--- src/rtl/serial_frame_rx_pkg.sv ---
// Shared definitions for the serial frame receiver: FSM state encoding,
// line-level bit values, frame length and the check-bit rule.
package serial_frame_rx_pkg;

    // Receiver states
    typedef enum logic [2:0] {
        ST_IDLE      = 3'd0,
        ST_DATA      = 3'd1,
        ST_CHECK     = 3'd2,
        ST_STOP      = 3'd3,
        ST_WAIT_IDLE = 3'd4
    } rx_state_e;

    // Line levels of the framing bits
    localparam logic START_BIT = 1'b0;
    localparam logic STOP_BIT  = 1'b1;

    // Default payload width and the resulting frame length (start + data + check + stop)
    localparam int DEFAULT_DATA_W = 8;
    localparam int FRAME_LEN      = DEFAULT_DATA_W + 3;

    // Frame length for an arbitrary payload width
    function automatic int frame_len(input int data_w);
        return data_w + 3;
    endfunction

    // The check bit is the inverse of the last data bit received (data bit 0)
    function automatic logic check_bit_of(input logic last_data_bit);
        return ~last_data_bit;
    endfunction

endpackage

--- src/rtl/serial_frame_rx_hold_reg.sv ---
// rx_hold_reg: output holding register of the serial frame receiver.
// Owns the received byte, its valid flag, the consumer acknowledge and the
// sticky overrun flag.
module rx_hold_reg #(
    parameter int DATA_W = 8
) (
    input  logic              CLK,
    input  logic              RST,
    input  logic              i_load,
    input  logic [DATA_W-1:0] i_load_data,
    input  logic              i_ack,
    output logic [DATA_W-1:0] o_data,
    output logic              o_valid,
    output logic              o_overrun
);

    logic [DATA_W-1:0] r_data;
    logic              r_valid;
    logic              r_overrun;

    // Load a good byte, clear valid on acknowledge, latch overrun when an unread byte is overwritten
    always_ff @(posedge CLK) begin
        if (RST) begin
            r_data    <= '0;
            r_valid   <= 1'b0;
            r_overrun <= 1'b0;
        end else if (i_load) begin
            r_data  <= i_load_data;
            r_valid <= 1'b1;
            if (r_valid && !i_ack) begin
                r_overrun <= 1'b1;
            end
        end else if (r_valid && i_ack) begin
            r_valid <= 1'b0;
        end
    end

    assign o_data    = r_data;
    assign o_valid   = r_valid;
    assign o_overrun = r_overrun;

endmodule

--- src/rtl/serial_frame_rx.sv ---
// serial_frame_rx: one-bit-per-clock frame receiver.
// Frame: start(0), DATA_W data bits MSB first, check bit, stop(1).
// Optional macro CHECK_BIT_EN enables check-bit verification (check_err);
// without it the check bit is skipped and check_err is tied low.
module serial_frame_rx
    import serial_frame_rx_pkg::*;
#(
    parameter int DATA_W = 8
) (
    input  logic              CLK,
    input  logic              RST,
    input  logic              serial_in,
    input  logic              data_ack,
    output logic [DATA_W-1:0] data_out,
    output logic              data_valid,
    output logic              busy,
    output logic              frame_err,
    output logic              check_err,
    output logic              overrun
);

    localparam int CNT_W = $clog2(DATA_W + 1);

    rx_state_e         r_state;
    logic [CNT_W-1:0]  r_cnt;
    logic [DATA_W-1:0] r_shift;
    logic              r_busy;
    logic              r_frame_err;
    logic              w_check_bad;
    logic              w_stop_ok;
    logic              w_load;

`ifdef CHECK_BIT_EN
    logic r_check;
    logic r_check_err;

    assign w_check_bad = (r_check != check_bit_of(r_shift[0]));
    assign check_err   = r_check_err;
`else
    assign w_check_bad = 1'b0;
    assign check_err   = 1'b0;
`endif

    assign w_stop_ok = (serial_in == STOP_BIT);
    // A good frame is handed to the holding register on the stop-sample edge
    assign w_load    = (r_state == ST_STOP) && w_stop_ok && !w_check_bad;

    // Frame reception state machine with registered busy and error pulses
    always_ff @(posedge CLK) begin
        if (RST) begin
            r_state     <= ST_IDLE;
            r_cnt       <= '0;
            r_shift     <= '0;
            r_busy      <= 1'b0;
            r_frame_err <= 1'b0;
`ifdef CHECK_BIT_EN
            r_check     <= 1'b0;
            r_check_err <= 1'b0;
`endif
        end else begin
            r_frame_err <= 1'b0;
`ifdef CHECK_BIT_EN
            r_check_err <= 1'b0;
`endif
            case (r_state)
                ST_IDLE: begin
                    if (serial_in == START_BIT) begin
                        r_state <= ST_DATA;
                        r_cnt   <= '0;
                        r_busy  <= 1'b1;
                    end else begin
                        r_busy  <= 1'b0;
                    end
                end
                ST_DATA: begin
                    r_shift <= {r_shift[DATA_W-2:0], serial_in};
                    r_cnt   <= r_cnt + CNT_W'(1);
                    r_busy  <= 1'b1;
                    if (r_cnt == CNT_W'(DATA_W - 1)) begin
                        r_state <= ST_CHECK;
                    end
                end
                ST_CHECK: begin
`ifdef CHECK_BIT_EN
                    r_check <= serial_in;
`endif
                    r_state <= ST_STOP;
                    r_busy  <= 1'b1;
                end
                ST_STOP: begin
`ifdef CHECK_BIT_EN
                    r_check_err <= w_check_bad;
`endif
                    if (w_stop_ok) begin
                        r_state <= ST_IDLE;
                        r_busy  <= 1'b0;
                    end else begin
                        // Line stuck low after the frame: wait for it to return high
                        r_frame_err <= 1'b1;
                        r_state     <= ST_WAIT_IDLE;
                        r_busy      <= 1'b1;
                    end
                end
                ST_WAIT_IDLE: begin
                    if (serial_in == STOP_BIT) begin
                        r_state <= ST_IDLE;
                        r_busy  <= 1'b0;
                    end else begin
                        r_busy  <= 1'b1;
                    end
                end
                default: begin
                    r_state <= ST_IDLE;
                    r_busy  <= 1'b0;
                end
            endcase
        end
    end

    rx_hold_reg #(
        .DATA_W (DATA_W)
    ) u_hold (
        .CLK         (CLK),
        .RST         (RST),
        .i_load      (w_load),
        .i_load_data (r_shift),
        .i_ack       (data_ack),
        .o_data      (data_out),
        .o_valid     (data_valid),
        .o_overrun   (overrun)
    );

    assign busy      = r_busy;
    assign frame_err = r_frame_err;

endmodule
--- config.mk ---
export PLATFORM = sky130hd
export DESIGN_NAME = serial_frame_rx
export DESIGN_NICKNAME = d
export VERILOG_FILES = /design/src/rtl/serial_frame_rx_pkg.sv /design/src/rtl/serial_frame_rx_hold_reg.sv /design/src/rtl/serial_frame_rx.sv
export SDC_FILE = /design/constraint.sdc
export NUM_CORES = 1
export LEC_CHECK = 0
export ABC_CLOCK_PERIOD_IN_PS = 1450
export CAP_MARGIN = 5
export CORE_MARGIN = 8
export CORE_UTILIZATION = 46
export DETAILED_ROUTE_END_ITERATION = 8
export PLACE_DENSITY = 0.73
export SLEW_MARGIN = 30
export SYNTH_ARGS = -nofsm -noshare
export SYNTH_HDL_FRONTEND = slang
export SYNTH_SLANG_ARGS = --single-unit
--- constraint.sdc ---
create_clock -name CLK -period 1.45 [get_ports CLK]
set_clock_uncertainty 0.2 [all_clocks]
set_input_delay 0.3625 -clock CLK [delete_from_list [all_inputs] [get_ports CLK]]
set_output_delay 0.3625 -clock CLK [all_outputs]
set_load 0.005 [all_outputs]
==> metrics <==
clock sinks=27; Syn Std Cell Area=1077 sq um; starting density of the core=48.70%; Final GP Congestion=0.7833; Setup CP Type=reg2reg; Die X=64.40 microns; YS warnings=0; Worst Path Required=1500 ps; die footprint=4147 sq um; Die H=64.40 microns; Syn Area/Cell=8.977 sq um; io pins=17; met3 Use GR=3.484%; endpoint class of the critical path=flip-flop; htree depth=1; vias in the first global route=855; Cells after Synth=120; ratio of cells with drive above 1 in the final layout=44.14%; All-Layer GR Usage=11.02%; First-pass DRT Iterations=4; Commonest cells post-synth=27 x dfxtp_1, 19 x nand2_1, 13 x a21oi_1, 10 x nor2_1, 8 x mux2i_1; CTS Root Cell=clkbuf_4; Residual DRC=0; register area share after synthesis=50.17%; outcome=finished with violations; Fin. Hold Viols=0; Cell variety after synth=30; pin count of the biggest net entering global routing=17; Post-Syn Nets=125; top post-synthesis cells by area=dfxtp_1 50%, mux2i_1 7.4%, nand2_1 6.6%; Final period util=106.3%; Post-Place Cells=165; Design Area, Final=1389 sq um; Clock Latency Late Sink=320 ps; Detail Route Antenna Nets=0; Worst Path Arrival=1590 ps; Pwr per Cell Area=977.1 nW/um^2; Fin Hold WS=271.8 ps; Core Rows=17; endpoints failing setup=19; M2 GR Usage=17.89%; Non-Filler Instances=173; Largest delay share family, worst path=simple AND/OR/NAND/NOR gates; Core ar.=2212 sq um; antenna violations before repair=0; Critical Path Fanout Max=2; Area after DPL=1294 sq um; fin crit period=1541 ps; final wirelength=2431 microns; Slew Limit Fails=0; Longest Clk Path Bufs=2; count leader, synth=dfxtp_1; total CTS buffers=3; hold buffers post-CTS=0; crit-path cells=or2_4, or4b_4, a31oi_4; worst setup margin=-91.16 ps; Setup TNS Final=-1005 ps; Nets=151; layer with the highest usage=met2; maxcap violations=0; Worst path slowest cell=or4b_4; TritonCTS clock tree=yes; vias per cell=5.150; area grow syn2layout=28.92%; static leakage=0.0005349 uW; via count=891; Worst-path clk slew=150 ps; unrepaired setup endpoints after global routing=yes; failing checks=setup timing; synthesized flop and latch total=27; number of flops mapped to enable cells by yosys=0; Top FF cell, synth=dfxtp_1; crit path buf inv count=0; Max Fclk=648.9 MHz; delay of the slowest critical-path stage=500 ps; Synth top area share=50.17%; Final HPWL DP=1512 microns; GRT overflow=0; Antenna Cells=0; average wire per cell in the routed design=14.05 microns; worst min-delay path class=reg2reg; worst IR drop on VDD=0.6202 mV; initial drt markers=31; first-pass GRT wire length=3767 microns; Synth area leader=dfxtp_1; PortBufs=15; Async SR Flop Fraction=0%; global-route met1 utilization=13.27%; CP startpoint kind=flip-flop
[metal layers]
metal	up-vias	routed length (microns)
met5	-	0
met4	0	20
met3	2	114
met2	13	1182
met1	424	1114
li1	452	-
[final cells by class]
type                       instances  area, sq um
multi-input combinational         82        540.5
timing repair buffer              31        219.0
clock buffer                       3        22.52
fill                             199        823.3
tap                               28        35.03
sequential                        27        560.5
inverter                           1        3.754
clock inverter                     1        7.507
[worst register-to-register path: cells and delay by family, from the launching register on]
family | cells | cell delay, ps
AND/OR/NAND/NOR | 2 | 740
AO/OA/AOI/OAI | 1 | 170
flip-flops | 1 | 370
[through the flow]
step           total power [uW]  utilization [%]  setup slack (ps)
2_1_floorplan             939.4                -            -77.28
3_3_place_gp               1000            58.48            -327.1
3_5_place_dp               1004            58.48            -361.1
4_1_cts                    1327            61.99            -117.5
5_1_grt                    1429            62.78            -132.9
6_report                   1357            62.78            -91.16
[registers in the layout, indices dropped and copies added, names as in the netlist]
name              count
r_shift               8
r_cnt                 4
u_hold.o_valid        1
u_hold.o_overrun      1
r_state               3
u_hold.o_data         8
busy                  1
frame_err             1
[placed cells by master (no fill, tap or decap), types with 4 or more instances in the layout]
cell,count
o21ai_0,5
dfxtp_2,13
a21oi_1,6
buf_2,4
nand2_1,18
buf_4,12
clkbuf_2,9
a21oi_2,7
dfxtp_1,13
mux2i_1,8
nor2_1,10
[kinds of logic after synthesis]
| logic type | Yosys count | synth area share (%) |
|---|---|---|
| adder cells (fa/ha/maj) | 1 | 1.161 |
| buffers and inverters | 11 | 5.807 |
| flip-flops | 27 | 50.17 |
| AND/OR/NAND/NOR | 46 | 21.37 |
| multiplexers | 8 | 7.434 |
| XOR/XNOR | 1 | 0.8132 |
| other | 1 | 0.3481 |
| AO/OA/AOI/OAI | 25 | 12.89 |
[power by group]
group          total, uW  internal [uW]  switching [uW]
Clock                326            105             221
Combinational        246            125             122
Sequential           785            767            17.9
Total               1360            997             360
[path summary, 6_finish.rpt]
kind | cells after the start | startpoint | slack, ps | end
max | 3 | r_state[2] | -90 | r_cnt[3]
min | 2 | u_hold.o_data[6] | 270 | u_hold.o_data[6]
max reg2reg | 3 | r_state[2] | -90 | r_cnt[3]
min reg2reg | 2 | u_hold.o_data[6] | 270 | u_hold.o_data[6]
[timing repair]
action | 4_1_cts | 5_1_grt
setup endpoints to repair | 20 | 36
gates resized for setup | 48 | 30
endpoints found under the hold margin | 0 | 0
pin swaps | 2 | 5
cloned | 0 | 1
buffers inserted | 1 | 2
Power figures use the tool's default switching activity.
